<file path="src/rtl/pixel_write_queue.sv">
`default_nettype none
// ---------------------------------------------------------------------------
// pixel_write_queue : clips drawer pixel writes to the screen, reduces colour
//                     depth and replays them to the VGA adapter via ready/plot.
// Revision 1.0
// ---------------------------------------------------------------------------
module pixel_write_queue #(
  parameter int DEPTH    = 16,
  parameter int ADDR_W   = 4,
  parameter int X_MAX    = 160,
  parameter int Y_MAX    = 120,
  parameter int COLOUR_W = 9
) (
  input  logic                clk,
  input  logic                reset,
  input  logic                draw_enable,
  input  logic [7:0]          x_in,
  input  logic [7:0]          y_in,
  input  logic [23:0]         rgb_in,
  input  logic                out_ready,
  output logic                plot,
  output logic [7:0]          x_out,
  output logic [7:0]          y_out,
  output logic [COLOUR_W-1:0] colour_out,
  output logic [ADDR_W:0]     fifo_level,
  output logic                overflow,
  output logic [15:0]         clip_count,
  input  logic                clear_flags
);

  localparam int              C          = COLOUR_W / 3;
  localparam int              ENTRY_W    = 16 + COLOUR_W;
  localparam logic [ADDR_W:0] FULL_LEVEL = (ADDR_W+1)'(DEPTH);
  localparam logic [ADDR_W:0] TWO        = (ADDR_W+1)'(2);

  typedef enum logic {EMPTY = 1'b0, PRESENT = 1'b1} state_t;

  state_t              state, state_next;
  logic [ENTRY_W-1:0]  mem [DEPTH];
  logic [ADDR_W-1:0]   rd_ptr, wr_ptr;
  logic [ADDR_W:0]     level;
  logic                legal, pop, push_ok, clip_ev, ovf_ev, mem_empty;
  logic                load_new, load_head, mem_wr;
  logic [ENTRY_W-1:0]  new_entry, head_entry;
  logic                unused_rgb;

  assign legal      = ({1'b0, x_in} < 9'(X_MAX)) && ({1'b0, y_in} < 9'(Y_MAX));
  assign plot       = (state == PRESENT);
  assign pop        = plot & out_ready;
  assign push_ok    = draw_enable & legal & ((level != FULL_LEVEL) | pop);
  assign clip_ev    = draw_enable & ~legal;
  assign ovf_ev     = draw_enable & legal & ~push_ok;
  // The presented pixel lives in the output registers, so memory holds level-1 entries.
  assign mem_empty  = (level < TWO);
  assign new_entry  = {x_in, y_in, rgb_in[23 -: C], rgb_in[15 -: C], rgb_in[7 -: C]};
  assign head_entry = mem[rd_ptr];
  assign fifo_level = level;
  assign unused_rgb = ^rgb_in;

  always_comb begin
    state_next = state;
    load_new   = 1'b0;
    load_head  = 1'b0;
    mem_wr     = 1'b0;
    case (state)
      EMPTY: begin
        if (push_ok) begin
          state_next = PRESENT;
          load_new   = 1'b1;
        end
      end
      PRESENT: begin
        if (pop) begin
          if (!mem_empty) begin
            load_head = 1'b1;
            mem_wr    = push_ok;
          end else if (push_ok) begin
            load_new = 1'b1;
          end else begin
            state_next = EMPTY;
          end
        end else begin
          mem_wr = push_ok;
        end
      end
      default: state_next = EMPTY;
    endcase
  end

  always_ff @(posedge clk or posedge reset) begin
    if (reset) begin
      state      <= EMPTY;
      x_out      <= '0;
      y_out      <= '0;
      colour_out <= '0;
      rd_ptr     <= '0;
      wr_ptr     <= '0;
      level      <= '0;
      overflow   <= 1'b0;
      clip_count <= '0;
    end else begin
      state <= state_next;
      if (load_new)
        {x_out, y_out, colour_out} <= new_entry;
      else if (load_head)
        {x_out, y_out, colour_out} <= head_entry;
      if (load_head)
        rd_ptr <= rd_ptr + 1'b1;
      if (mem_wr)
        wr_ptr <= wr_ptr + 1'b1;
      if (push_ok && !pop)
        level <= level + 1'b1;
      else if (pop && !push_ok)
        level <= level - 1'b1;
      // A same-cycle event takes priority over clear_flags.
      if (ovf_ev)
        overflow <= 1'b1;
      else if (clear_flags)
        overflow <= 1'b0;
      if (clip_ev) begin
        if (clear_flags)
          clip_count <= 16'd1;
        else if (clip_count != 16'hFFFF)
          clip_count <= clip_count + 16'd1;
      end else if (clear_flags) begin
        clip_count <= '0;
      end
    end
  end

  always_ff @(posedge clk) begin
    if (mem_wr)
      mem[wr_ptr] <= new_entry;
  end

endmodule
`default_nettype wire
</file>
<file path="config.mk">
export PLATFORM = sky130hd
export DESIGN_NAME = pixel_write_queue
export DESIGN_NICKNAME = d
export VERILOG_FILES = /design/src/rtl/pixel_write_queue.sv
export SDC_FILE = /design/constraint.sdc
export NUM_CORES = 1
export LEC_CHECK = 0
export BUFFER_PORTS_ARGS = -buffer_cell sky130_fd_sc_hd__buf_4
export CORE_ASPECT_RATIO = 1.2
export CORE_UTILIZATION = 40
export CTS_BUF_LIST = sky130_fd_sc_hd__clkbuf_4
export CTS_CLUSTER_DIAMETER = 100
export DETAILED_ROUTE_END_ITERATION = 6
export PLACE_DENSITY_LB_ADDON = 0.3
export SKIP_CTS_REPAIR_TIMING = 1
export SLEW_MARGIN = 20
export SYNTH_ARGS = -nofsm -noshare
export SYNTH_HDL_FRONTEND = slang
export SYNTH_SLANG_ARGS = --single-unit
</file>
<file path="constraint.sdc">
create_clock -name clk -period 4.52 [get_ports clk]
set_input_delay 0.226 -clock clk [delete_from_list [all_inputs] [get_ports clk]]
set_output_delay 0.226 -clock clk [all_outputs]
set_load 0.05 [all_outputs]
</file>
# Yosys cells after proc, flatten, opt, wreduce, memory -nomap -nowiden
# Memories as Yosys holds them, arrays and structs flattened.
# Cells that the tools add are included.
dict set report word_totals {
  inputBits 45
  reg_bits 56
  wordCells 69
  output_inout_bits 48
  mem_bits_ro 0
  mem_bits_rw 400
  latch_bits 0
  memories 1
}
# name words width rd rd_ports_with_merged_regs wr line_no
set mem_list {}
lappend mem_list {mem 16 25 1 0 1 39} ;# logic [ENTRY_W-1:0] mem [DEPTH];
dict set report op_classes {
  reduce_logical 11
  n_bitwise 9
  shifts 0
  n_mul 0
  n_eq_ne 2
  add_sub_neg 5
  order_cmp 3
  div 0
  muxes 29
}
# cell n
set op_table {}
lappend op_table {{$mux 16} 4}
lappend op_table {{$mux 8} 4}
lappend op_table {{$mux 9} 2}
lappend op_table {{$add 16x1->16 const B} 1}
lappend op_table {{$ne 16x16->1 const B} 1}
lappend op_table {{$mux 1} 15}
lappend op_table {{$mux 5} 2}
lappend op_table {{$reduce_bool 2->1} 5}
lappend op_table {{$add 4x1->4 const B} 2}
lappend op_table {{$lt 8x7->1 const B} 1}
lappend op_table {{$lt 8x8->1 const B} 1}
lappend op_table {{$add 5x1->5 const B} 1}
lappend op_table {{$and 1x1->1} 5}
lappend op_table {{$lt 5x2->1 const B} 1}
lappend op_table {{$ne 5x5->1 const B} 1}
lappend op_table {{$sub 5x1->5 const B} 1}
lappend op_table {{$pmux 1 s2} 2}
lappend op_table {{$logic_and 1x1->1} 3}
lappend op_table {{$not 1->1} 3}
lappend op_table {{$logic_not 1->1} 2}
lappend op_table {{$reduce_and 2->1} 1}
lappend op_table {{$or 1x1->1} 1}

# Longest topological paths before layout
dict set report depth {
  word_depth 9
  ltp_mapped 13
  depth_no_buf 12
}

# Least setup slack after synthesis
# OpenSTA, ideal clock, no wires.
dict set report synth_path {
  path_kind {register -> register}
  from {register level[1] (netlist: fifo_level[1])}
  to {memory mem[3][0] in the netlist's numbering, enable pin}
  setup_ns 0.438
  n_path_buf 2
  t_required_ns 4.082
  stages_incl_launch_ff 8
  arrival_ns 3.323
  slack_ns 0.759
  period_less_slack_ns 3.761
  cell_sequence {dfrtp_1 -> or3_1 -> clkbuf_1 -> a21oi_1 -> and3b_1 -> buf_2 -> nand2_1 -> nor3_1}
}
dict set report synth_via {
  elab_chain_cells 8
  word_cells_on_any_way 9
  classes_between {order compare (1); eq/ne (1); mux (5); bitwise (2)}
}
# item line_no
set synth_rtl {}
lappend synth_rtl {{from (decl)} 41} ;# logic [ADDR_W:0] level;
lappend synth_rtl {{from (signal assigned)} 112} ;# level <= level + 1'b1;
lappend synth_rtl {{from (signal assigned)} 114} ;# level <= level - 1'b1;
lappend synth_rtl {{$ne 5x5->1} 50} ;# assign push_ok = draw_enable & legal & ((level != FULL_LEVEL) | pop);
lappend synth_rtl {{$or 1x1->1} 50}
lappend synth_rtl {{$and 1x1->1} 50}
lappend synth_rtl {{$mux 1} 74} ;# if (!mem_empty) begin
lappend synth_rtl {{$mux 1 (*)} 73} ;# if (pop) begin
lappend synth_rtl {{$mux 1 (*)} 65} ;# case (state)
lappend synth_rtl {{$mux 1 (*)} 132} ;# if (mem_wr)
lappend synth_rtl {{$mux 1 (not written as such) (*)} 133} ;# mem[wr_ptr] <= new_entry;
lappend synth_rtl {{to (decl)} 39}
# Mark *: on every way between the ends. The rest lies on a longest branch, timed or not.

# Worst setup path in the final report
dict set report layout_path {
  from {register level[1] (netlist: fifo_level[1])}
  to {register level[4] (netlist: fifo_level[4])}
}
dict set report layout_via {
  elab_chain_cells 6
  word_cells_on_any_way 11
  classes_between {add/sub (2); eq/ne (1); mux (2); bitwise (2); reduce/logical (4)}
}
# item
set layout_rtl {}
lappend layout_rtl {{parallel branches: the longest is 6 deep, another holds $sub 5x1->5}}
# Parallel ways; which one is timed is not known. The select of a mux whose other input is x is not followed.
# A chain may end at the register's enable or synchronous reset.

==> results_dict.tcl <==
set metrics [dict create \
    synth.area.top_cells "edfxtp_1 68%, mux4_2 13%, dfrtp_1 7.9%" \
    cts_buffers 111 \
    drt_first_pass_iters 5 \
    grt_max_degree 37 \
    pwr-share-clk 0.278 \
    p_sw_mw 3.84 \
    synthCells 882 \
    period_needed_ns 3.25 \
    synth.distinct_cells 50 \
    clock_skew_ns 0.0411 \
    fmax_ghz 0.308 \
    finalMaxSlewViolations 0 \
    start_kind "flop" \
    critPathKind "reg -> reg" \
    syn_to_final_growth_pct 17.7 \
    cts_tree "built" \
    peakVddDrop_v 0.000496 \
    placed_cell_area_um2 19100 \
    via_per_inst 5.39 \
    outcome "finished, final reports clean" \
    seqPwrFrac 0.441 \
    htreeDepth 3 \
    clock_latency_ns 0.78 \
    synth_nets 938 \
    top_layer "met4" \
    utilization 0.477 \
    synth_flop_cell "edfxtp_1" \
    async_reset_ff_frac 0.123 \
    p_sw_frac 0.323 \
    crit_fanout 6 \
    setup_viol 0 \
    rows 84 \
    wl_per_cell_um 22.5 \
    rsz0062_at_grt "no" \
    grt_pass1_vias 9858 \
    cap_violations 0 \
    synth.avg_cell_area_um2 20.1 \
    grt_pass1_wl_um 58700 \
    drive_gt1_frac 0.350 \
    cts_root_buf "clkbuf_4" \
    cts.sinks 456 \
    route.met3.wl_um 2020 \
    tightestPinTransition_ns 1.11 \
    drc 0 \
    dp_hpwl_um 21600 \
    whs_ns 0.241 \
    design_area_um2 20900 \
    worst_ep_arrival_time_ns 3.90 \
    netlist.area_leader.share 0.678 \
    p_int_mw 8.05 \
    clockBufferDepth 3 \
    slew_headroom 0.260 \
    num_vias 9353 \
    cts.clk_slew.worst_paths_ns 0.07 \
    cp.required_ns 5.17 \
    power.total_mw 11.9 \
    die-width_um 194 \
    syn-cell-area_um2 17700 \
    routed_wl_um 39000 \
    final_hold_viol_count 0 \
    dieArea_um2 45200 \
    antenna_found_initial 1 \
    comb_power_share 0.281 \
    end_kind "flop" \
    synth_edf_count 400 \
    ys_seq_area_frac 0.757 \
    power_density_nw_per_um2 570 \
    io_buffers 77 \
    hold_path_class "in -> async" \
    timing.final.crit_share 0.718 \
    ant_nets 0 \
    met1Wirelength_um 16100 \
    drtIter0Drc 672 \
    initial_utilization 0.405 \
    yosys_warnings 0 \
    place.gp.congestion 0.726 \
    grt.total_usage 0.176 \
    overflow 0 \
    power_leakage_nw 7.03 \
    io-pin-count 93 \
    core_um2 43700 \
    wl_met2_um 20100 \
    setup_tns_ns 0 \
    yosysTopAreaCell "edfxtp_1" \
    synth_seq_cells 456 \
    die_h_um 233 \
    finalNetCount 1135 \
]
-- synthesized netlist by cell type, types with 16 or more instances --
cell,number
clkbuf_1,26
a22oi_1,44
mux4_2,101
edfxtp_1,400
xnor2_1,20
nor2_1,34
dfrtp_1,56
nand2_1,21
buf_2,16
a21oi_1,31
a221o_1,23
-- worst max-delay path, stage by stage, from the launching register on --
cell and delay (ns):
dfrtp_1 0.45, or3_1 0.50, or3b_2 0.53, a21oi_1 0.18
nor2_1 0.07, ha_1 0.23, inv_1 0.14, ha_1 0.28
a21o_1 0.19, a21oi_1 0.19, xnor2_1 0.16, nor2_1 0.07
xor2_1 0.14
-- worst paths after layout --
| path | start | endpoint | slack (ns) | cells after the start |
|---|---|---|---|---|
| max | fifo_level[1] | fifo_level[4] | 1.27 | 12 |
| min reg2reg | colour_out[4] | colour_out[4] | 0.51 | 1 |
| min | reset | clip_count[6] | 0.24 | 3 |
| max reg2reg | fifo_level[1] | fifo_level[4] | 1.27 | 12 |
| min in group clk | clear_flags | clip_count[6] | 0.30 | 3 |
| max in group asynchronous | reset | rd_ptr[2] | 3.37 | 4 |
-- state kept, by name (all words and copies together) (netlist names) --
register,flops
wr_ptr,4
overflow,1
y_out,8
rd_ptr,4
colour_out,9
clip_count,16
plot,1
fifo_level,5
x_out,8
mem,400
-- metrics by stage --
stage                     setup slack (ns)  instances
after floorplan                      0.759        882
after global placement                1.31       1495
after detailed placement              1.24       1495
after CTS                             1.28       1703
after global routing                  1.07       1734
final                                 1.27       1734
-- final cells by class --
class	count	area, um^2
fill	3707	22900
sequential	456	13400
multi-input combinational	366	4190
clock buffer	168	1260
timing repair buffer	134	1090
tap	559	699
clock inverter	40	155
inverter	10	37.5
antenna	1	2.50
-- cell families after synthesis --
kind of cell / share of synthesized area
AOI/OAI and AO/OA: 0.0504
DFF: 0.757
xor gates and xnor gates: 0.0109
buffers and inverters: 0.0140
muxes: 0.130
and+or+nand+nor: 0.0297
adders and majority gates: 0.00819
-- layer usage --
layer / track usage / up-vias
li1: - / 4129
met1: 0.216 / 4917
met2: 0.305 / 254
met3: 0.0388 / 53
met4: 0.0677 / 0
met5: 0 / -
-- layout by cell type, fill, tap and decap left out, types with 10 or more instances in the layout --
cell / n
mux4_2: 101
a22oi_1: 44
clkbuf_4: 168
dlygate4sd3_1: 30
buf_4: 103
nor2_1: 20
xnor2_1: 20
nand2_1: 21
dfrtp_1: 54
clkinv_1: 33
nor2_4: 12
a221o_1: 23
ha_1: 10
edfxtp_1: 400
o21ai_0: 10
a21oi_1: 31
-- power by group through the flow --
stage / registers, mW / logic (mW) / clock network, mW
after floorplan: 5.53 / 2.12 / 0
after global placement: 5.33 / 3.33 / 0
after detailed placement: 5.34 / 3.36 / 0
final: 5.24 / 3.34 / 3.31
after global routing: 5.29 / 3.57 / 3.60
after CTS: 5.25 / 3.36 / 3.40
No activity file was read; power rests on OpenSTA's default activity.
